==> src/rtl/prog_loop_divider.sv <==
// prog_loop_divider: programmable integer loop divider for the PLL feedback path.
// Optional first-order fractional division is enabled by defining LOOP_DIV_FRAC_EN.
// Ratio updates go through a shadow register and commit only at a period boundary,
// so the divided clock never sees a shortened or stretched period.
//
// state   | meaning
// --------+-----------------------------------------------------------
// S_IDLE  | stopped, counter parked at 0, clko low
// S_RUN   | dividing, counter wraps 0..P-1 continuously
// S_DRAIN | run request dropped, finishing current period then stopping
module prog_loop_divider #(
    parameter int DIV_W   = 8,
    parameter int FRAC_W  = 8,
    parameter int DIV_DEF = 4
) (
    input  logic              clk,
    input  logic              rst,
    input  logic              en,
    input  logic [DIV_W-1:0]  div_n,
    input  logic [FRAC_W-1:0] div_frac,
    input  logic              div_load,
    output logic              div_busy,
    output logic              div_ack,
    output logic              div_err,
    output logic              clko,
    output logic              clkob,
    output logic              sync_pulse
);

    typedef enum logic [1:0] {S_IDLE, S_RUN, S_DRAIN} state_t;

    localparam logic [DIV_W-1:0] N_DEF = DIV_W'(DIV_DEF);
    localparam logic [DIV_W-1:0] N_MAX = {DIV_W{1'b1}};

    state_t             r_state;
    logic [DIV_W-1:0]   r_cnt;
    logic [DIV_W-1:0]   r_p;
    logic [DIV_W-1:0]   r_n_act;
    logic [DIV_W-1:0]   r_n_sh;
    logic               r_busy;
    logic               r_ack;
    logic               r_err;
    logic               r_clko;
    logic               r_sync;

    state_t             w_state_next;
    logic [DIV_W-1:0]   w_cnt_next;
    logic [DIV_W-1:0]   w_p_next;
    logic [DIV_W-1:0]   w_n_next;
    logic [DIV_W-1:0]   w_p_start;
    logic [DIV_W:0]     w_h;
    logic               w_term;
    logic               w_start;
    logic               w_commit;
    logic               w_accept;
    logic               w_reject;
    logic               w_carry;
    logic               w_clko_next;

    assign w_term   = (r_state != S_IDLE) && (r_cnt == r_p - 1'b1);
    // A new period begins either leaving IDLE or wrapping at the terminal count.
    assign w_start  = en && ((r_state == S_IDLE) || w_term);
    // Shadow commits only at a period boundary, or immediately while stopped.
    assign w_commit = r_busy && ((r_state == S_IDLE) || w_start);
    assign w_accept = div_load && !r_busy && (div_n >= DIV_W'(2));
    assign w_reject = div_load && (r_busy || (div_n < DIV_W'(2)));
    assign w_n_next = w_commit ? r_n_sh : r_n_act;

`ifdef LOOP_DIV_FRAC_EN
    logic [FRAC_W-1:0]  r_frac_sh;
    logic [FRAC_W-1:0]  r_frac_act;
    logic [FRAC_W-1:0]  r_acc;
    logic [FRAC_W:0]    w_sum;

    assign w_sum   = {1'b0, r_acc} + {1'b0, r_frac_act};
    // A committing period starts from a cleared accumulator, so it never carries.
    assign w_carry = w_sum[FRAC_W] && !w_commit && (r_n_act != N_MAX);

    // Fractional shadow/active ratio and phase accumulator.
    always_ff @(posedge clk or posedge rst) begin
        if (rst) begin
            r_frac_sh  <= '0;
            r_frac_act <= '0;
            r_acc      <= '0;
        end else begin
            if (w_accept)
                r_frac_sh <= div_frac;
            if (w_commit) begin
                r_frac_act <= r_frac_sh;
                r_acc      <= '0;
            end else if (w_start) begin
                r_acc <= w_sum[FRAC_W-1:0];
            end
        end
    end
`else
    logic w_unused_frac;

    assign w_carry       = 1'b0;
    assign w_unused_frac = ^div_frac;
`endif

    assign w_p_start = w_n_next + {{(DIV_W-1){1'b0}}, w_carry};

    // Next counter, period length, state and divided-clock level.
    always_comb begin
        w_state_next = r_state;
        w_cnt_next   = '0;
        w_p_next     = r_p;
        if (w_start) begin
            w_state_next = S_RUN;
            w_cnt_next   = '0;
            w_p_next     = w_p_start;
        end else if (r_state == S_IDLE) begin
            w_state_next = S_IDLE;
        end else if (w_term) begin
            w_state_next = S_IDLE;
        end else begin
            w_state_next = en ? S_RUN : S_DRAIN;
            w_cnt_next   = r_cnt + 1'b1;
        end
        w_h         = ({1'b0, w_p_next} + (DIV_W+1)'(1)) >> 1;
        w_clko_next = (w_state_next != S_IDLE) && ({1'b0, w_cnt_next} < w_h);
    end

    // Main sequencer: counter, state and registered clock/sync outputs.
    always_ff @(posedge clk or posedge rst) begin
        if (rst) begin
            r_state <= S_IDLE;
            r_cnt   <= '0;
            r_p     <= N_DEF;
            r_clko  <= 1'b0;
            r_sync  <= 1'b0;
        end else begin
            r_state <= w_state_next;
            r_cnt   <= w_cnt_next;
            r_p     <= w_p_next;
            r_clko  <= w_clko_next;
            r_sync  <= w_start;
        end
    end

    // Ratio load handshake: shadow capture, commit, ack/err pulses.
    always_ff @(posedge clk or posedge rst) begin
        if (rst) begin
            r_n_act <= N_DEF;
            r_n_sh  <= N_DEF;
            r_busy  <= 1'b0;
            r_ack   <= 1'b0;
            r_err   <= 1'b0;
        end else begin
            r_ack <= w_commit;
            r_err <= w_reject;
            if (w_commit) begin
                r_n_act <= r_n_sh;
                r_busy  <= 1'b0;
            end else if (w_accept) begin
                r_n_sh <= div_n;
                r_busy <= 1'b1;
            end
        end
    end

    assign clko       = r_clko;
    assign clkob      = ~r_clko;
    assign sync_pulse = r_sync;
    assign div_busy   = r_busy;
    assign div_ack    = r_ack;
    assign div_err    = r_err;

endmodule

==> config.mk <==
export PLATFORM = sky130hd
export DESIGN_NAME = prog_loop_divider
export DESIGN_NICKNAME = d
export VERILOG_FILES = /design/src/rtl/prog_loop_divider.sv
export SDC_FILE = /design/constraint.sdc
export NUM_CORES = 1
export LEC_CHECK = 0
export CORE_ASPECT_RATIO = 1.1
export CORE_UTILIZATION = 45
export CTS_CLUSTER_SIZE = 10
export DETAILED_ROUTE_END_ITERATION = 16
export PLACE_DENSITY = 0.77
export SLEW_MARGIN = 20
export SYNTH_ARGS = -nofsm -noshare
export SYNTH_HDL_FRONTEND = slang
export SYNTH_SLANG_ARGS = --single-unit
==> constraint.sdc <==
create_clock -name clk -period 4.7 [get_ports clk]
set_input_delay 0.94 -clock clk [delete_from_list [all_inputs] [get_ports clk]]
set_output_delay 0.94 -clock clk [all_outputs]
set_load 0.05 [all_outputs]
* Yosys cells after proc, flatten, opt, wreduce, memory -nomap -nowiden
Cells that the tools add are included.
** Cells by class
- Bitwise operators :: 2
- Multipliers :: 0
- Div/mod/pow operators :: 0
- Magnitude comparators :: 3
- $add $sub $neg :: 3
- Reductions and logical operators :: 16
- Shifts and indexed selects :: 0
- Eq/ne operators :: 1
- Mux-type cells :: 11
** Operators by type and width (count)
- 2-to-1 mux 8 bit :: 5
- adder 8 x 1 -> 9 bit (second input constant) :: 1
- adder 8 x 1 -> 8 bit (second input constant) :: 1
- equality test 8 bit :: 1
- >= comparator 8 x 2 -> 1 bit (second input constant) :: 1
- < comparator 8 x 2 -> 1 bit (second input constant) :: 1
- < comparator 8 bit :: 1
- 2-to-1 mux 2 bit :: 4
- subtractor 8 x 1 -> 8 bit (second input constant) :: 1
- logical AND 1 bit :: 7
- nonzero test 2 bit :: 3
- logical OR 1 bit :: 3
- zero test 2 bit :: 1
- 2-to-1 mux 1 bit :: 2
- NOT 1 bit :: 2
- AND reduction 2 bit :: 1
- zero test 1 bit :: 1
** Storage, ports and cells
- Bits in latches :: 0
- Memories kept :: 0
- Word-level logic and storage cells :: 46
- Output and inout port bits :: 6
- Memory bits (read-only) :: 0
- Input port bits :: 20
- Register bits after elaboration :: 39
- Memory bits (writable) :: 0

* Depth between registers and ports, before layout
Gate-level depths: netlist of the first run.
- Word-level depth :: 12
- Gate-level depth with buffers :: 20
- Depth with buffers taken out :: 19

* Least setup slack after synthesis of the first run
OpenSTA, ideal clock, no wires.
- Path kind :: reg-to-reg
- Start :: register r_p[0]
- End :: register r_clko (netlist: clko)
- Clock period less this slack :: 4.061 ns
- Data required time :: 4.606 ns
- Data arrival time :: 3.967 ns
- Stages on the path, launching flop included :: 20
- Path buffers :: 1
- Library setup time :: 0.094 ns
- Setup slack :: 0.639 ns
- Path through :: dfrtp_1 > inv_1 > ha_1 > or3b_1 > o31ai_1 > nand4_1 > o32ai_1 > nand2_1 > buf_4 > o21ai_0 > ha_1 > nor2b_1 > nand3_1 > xnor2_1 > mux2i_1 > ha_1 > nor2b_1 > o21ai_0 > nand2b_1 > a221oi_2
** On the way
- Cells in the longest elaborated chain, start to end :: 12
- Elaborated cells on any way between the ends :: 19
- Those cells by class :: 2 x add/sub; 1 x order compare; 1 x eq/ne; 8 x mux; 7 x reduce/logical
** Ends and longest elaborated chain
- start: declaration :: RTL line 37 : logic [DIV_W-1:0] r_p;
- start signal: assignment :: RTL line 137 : r_p <= w_p_next;
- subtractor 8 x 1 -> 8 bit :: RTL line 60 : assign w_term = (r_state != S_IDLE) && (r_cnt == r_p - 1'b1);
- equality test 8 bit :: RTL line 60
- logical AND 1 bit :: RTL line 60
- logical OR 1 bit :: RTL line 62 : assign w_start = en && ((r_state == S_IDLE) || w_term);
- logical AND 1 bit :: RTL line 62
- logical OR 1 bit :: RTL line 64 : assign w_commit = r_busy && ((r_state == S_IDLE) || w_start);
- logical AND 1 bit :: RTL line 64
- 2-to-1 mux 8 bit
- 2-to-1 mux 8 bit (*) :: RTL line 110 : if (w_start) begin
- net w_p_next[0] :: RTL line 48 : logic [DIV_W-1:0] w_p_next;
- adder 8 x 1 -> 9 bit (*) :: RTL line 122 : w_h = ({1'b0, w_p_next} + (DIV_W+1)'(1)) >> 1;
- < comparator 8 bit (*) :: RTL line 123 : w_clko_next = (w_state_next != S_IDLE) && ({1'b0, w_cnt_next} < w_h);
- logical AND 1 bit (*) :: RTL line 123
- net w_clko_next :: RTL line 58 : logic w_clko_next;
- end signal: assignment :: RTL line 138 : r_clko <= w_clko_next;
- end: declaration :: RTL line 43 : logic r_clko;
Mark *: on every way through the listed nets, which the timed path passes. The rest lies on a longest branch.
A chain may end at the register's enable or synchronous reset.

* Worst setup path in the final report of the first run
Same ends and word-level chain as after synthesis.

==> results.md, run 1 <==
* Initial antenna violation count at 0
* Placed Area at 0.002675 mm²
* Root buf cell: clkbuf_8
* Hold Path Class: register to register
* Most frequent cells in the layout: 36 x dfrtp_1, 25 x mux2_2, 17 x nor2_1, 17 x clkdlybuf4s50_1, 13 x xor2_1
* DRC at 0
* Sequential cell area fraction in the yosys report at 0.4028
* WL final at 4717 µm
* Fraction of final layout cells sized beyond drive strength 1 at 0.2129
* Post-synthesis cell count at 230
* Slew Viols, Final at 0
* Final number of setup-violating endpoints at 0
* Wirelength per Cell at 14.69 µm
* Initial core utilization at 0.4768
* Clk_lat worst skew at 0.29 ns
* Power per standard cell area at 606.3 mW/mm²
* GR Overflow Total at 0
* CTS clk-pin slew, worst paths at 0.07 ns
* Worst Setup Path Type: register to register
* Net Switching at 0.6940 mW
* DP Wirelength at 3617 µm
* Setup crit end kind: register
* Peak supply drop at 381.6 µV
* Die ar. at 0.005704 mm²
* Via count at 1,747
* Die width at 72.10 µm
* Core area at 0.005101 mm²
* Starting DRT DRC Count at 79
* Logic pwr share at 0.481
* CTS Buf Count at 5
* P_leak at 1.193 nW
* Internal power at 0.9915 mW
* Input/output buffers at 17
* Relative slew slack at 0.5613
* Main flop type after synthesis: dfrtp_1
* Min Tclk post-route at 4.303 ns
* Worst Skew at 0.003867 ns
* Critical Path AT at 4.51 ns
* Worst R2R End: clko
* Commonest non-fill, non-tap cell in the layout: dfrtp_1
* Final Hold Fails at 0
* Worst-Margin Slew at 0.6581 ns
* Min-delay src: r_n_act[7]
* Vias in the first global route at 1,697
* Pin count of the biggest net entering global routing at 40
* Antenna diode count at 0
* Clk pwr share at 0.139
* Max-Cap Viols at 0
* Final ANT Viol Nets at 0
* Syn-to-layout area delta at 14.30%
* Total I/O pin count at 26
* Reg2Reg Depth at 18
* Worst Hold Endpoint: r_n_act[7]
* Clk sinks at 39
* Crit path required time at 4.91 ns
* Switch share at 0.4118
* Final instance area at 0.002780 mm²
* Post-synth net total at 260
* Layout net count at 278
* Setup TNS at 0 ns
* Crit-path max FO at 7
* GRT Total Usage at 0.1852
* FF+latch count, synth at 39
* Row count at 27
* Mean Syn Cell Area at 10.58 µm²
* First-pass GRT wire length at 8079 µm
* Post-layout util at 0.5450
* Die Y at 79.11 µm
* CTS tree: built
* Min-Delay Path Depth at 1
* Unrepaired setup endpoints after global routing: no
* Outcome: finished, final reports clean
* Vias/cell at 5.442
* First-pass DRT Iterations at 5
* Fmax at 0.2324 GHz
* Final worst path period share at 0.9156
* H-tree depth at 2
* Syn. warnings at 0
* Seq pwr share at 0.381
* Async S/R FF share, synth at 1.000
* Post-Syn Area at 0.002432 mm²
* Synth cell types at 48
* Placer congestion estimate at 0.8608
* Deepest clock path buffer count at 2
* Setup crit start kind: register
* R2r setup slk at 0.40 ns
* Worst R2R Start: r_p[0]
* Number of enable flip-flop cells after synthesis at 0
[metal layers]
metal / vias to the layer above / track usage / part of all wire
li1: 861 / - / -
met1: 841 / 0.2327 / 0.44
met2: 37 / 0.3168 / 0.51
met3: 8 / 0.03426 / 0.030
met4: 0 / 0.06471 / 0.016
met5: - / 0 / 0
[registers in the layout, summed over array words and instances (netlist names)]
| register | count |
|---|---|
| clko | 1 |
| r_cnt | 8 |
| r_n_sh | 8 |
| r_n_act | 8 |
| div_ack | 1 |
| r_state | 2 |
| div_busy | 1 |
| div_err | 1 |
| sync_pulse | 1 |
| r_p | 8 |
[repair_timing]
item	4_1_cts	5_1_grt
hold buffers	0	0
buffers inserted	0	0
endpoints found under the setup margin	0	1
gates resized for setup	0	4
[stage by stage]
step / hold slack, ns / cells / worst slack (ns) / power [mW]
global route: 0.5251 / 321 / 0.02469 / 1.815
CTS: 0.5107 / 321 / 0.2260 / 1.691
finish: 0.5086 / 321 / 0.3967 / 1.686
global placement: 0.4802 / 313 / 0.4137 / 1.415
detailed placement: 0.4932 / 313 / 0.2406 / 1.444
floorplan: 0.4711 / 230 / 0.6394 / 1.253
[cell families (layout without fill, tap and decap cells)]
group | count (synthesis) | count (layout) | share of synthesized area
flops | 39 | 39 | 0.4028
compound gates | 33 | 33 | 0.1096
simple gates | 70 | 70 | 0.1631
xor+xnor | 24 | 24 | 0.08642
fa+ha+maj | 10 | 10 | 0.05144
buf+inv | 21 | 40 | 0.03807
mux | 33 | 33 | 0.1487
[critical path: stages (launching register included)]
cell	delay (ns)
dfrtp_1	0.39
inv_1	0.06
ha_1	0.23
or3b_1	0.40
o31ai_1	0.21
nand4_1	0.23
o32ai_2	0.37
nand2_1	0.18
o21ai_1	0.23
ha_2	0.28
nor2b_1	0.26
nand3_1	0.12
xnor2_1	0.13
mux2i_1	0.21
ha_1	0.28
nor2b_1	0.13
o21ai_0	0.16
nand2b_1	0.10
a221oi_2	0.26
[Yosys cell counts (2+ instances only)]
library cell,instances,share of area
or4_1,2,0.0062
a21o_1,3,0.0093
nand4_1,3,0.0077
nand2_1,7,0.011
xor2_1,13,0.047
nand3_1,11,0.023
mux2_2,25,0.12
nor2_1,17,0.026
nor2b_1,4,0.010
mux2i_1,8,0.033
inv_1,10,0.015
and3_1,4,0.010
nor3_1,3,0.0062
dfstp_2,3,0.032
clkbuf_1,6,0.0093
nand2b_1,3,0.0077
dfrtp_1,36,0.37
o21ai_0,10,0.021
o211ai_1,2,0.0062
nor4_2,2,0.010
ha_1,10,0.051
a21oi_1,6,0.012
and2_1,3,0.0077
nand3b_1,4,0.012
buf_2,2,0.0041
xnor2_1,11,0.040
[how the worst max path moves through the flow]
stage	startpoint	end	slack (ns)
after detailed placement	r_p[0]	clko	0.24
after global routing	r_p[1]	clko	0.02
after floorplan	r_p[0]	clko	0.64
after CTS	r_p[0]	clko	0.23
after global placement	r_p[0]	clko	0.41
final	r_p[0]	clko	0.40
[power by group through the flow]
| stage | Combinational (mW) | Clock (mW) | Sequential, mW |
|---|---|---|---|
| finish | 0.810 | 0.234 | 0.642 |
| global placement | 0.779 | 0 | 0.636 |
| detailed placement | 0.799 | 0 | 0.645 |
| global route | 0.889 | 0.259 | 0.667 |
| floorplan | 0.655 | 0 | 0.598 |
| CTS | 0.806 | 0.246 | 0.639 |
[layout make-up]
type / instances / area [µm²]
tap: 72 / 90.09
clock inverter: 1 / 8.758
sequential: 39 / 979.7
timing repair buffer: 22 / 207.7
fill: 440 / 2321
multi-input combinational: 170 / 1370
clock buffer: 7 / 86.33
inverter: 10 / 37.54
Note: power is estimated with default switching activity, not from simulation.
==> run 2, diff against run 1 <==
- SLEW_MARGIN: 20 -> 15
==> results of run 2 <==
The final DEF is identical to that of run 1; final timing and power are the same.
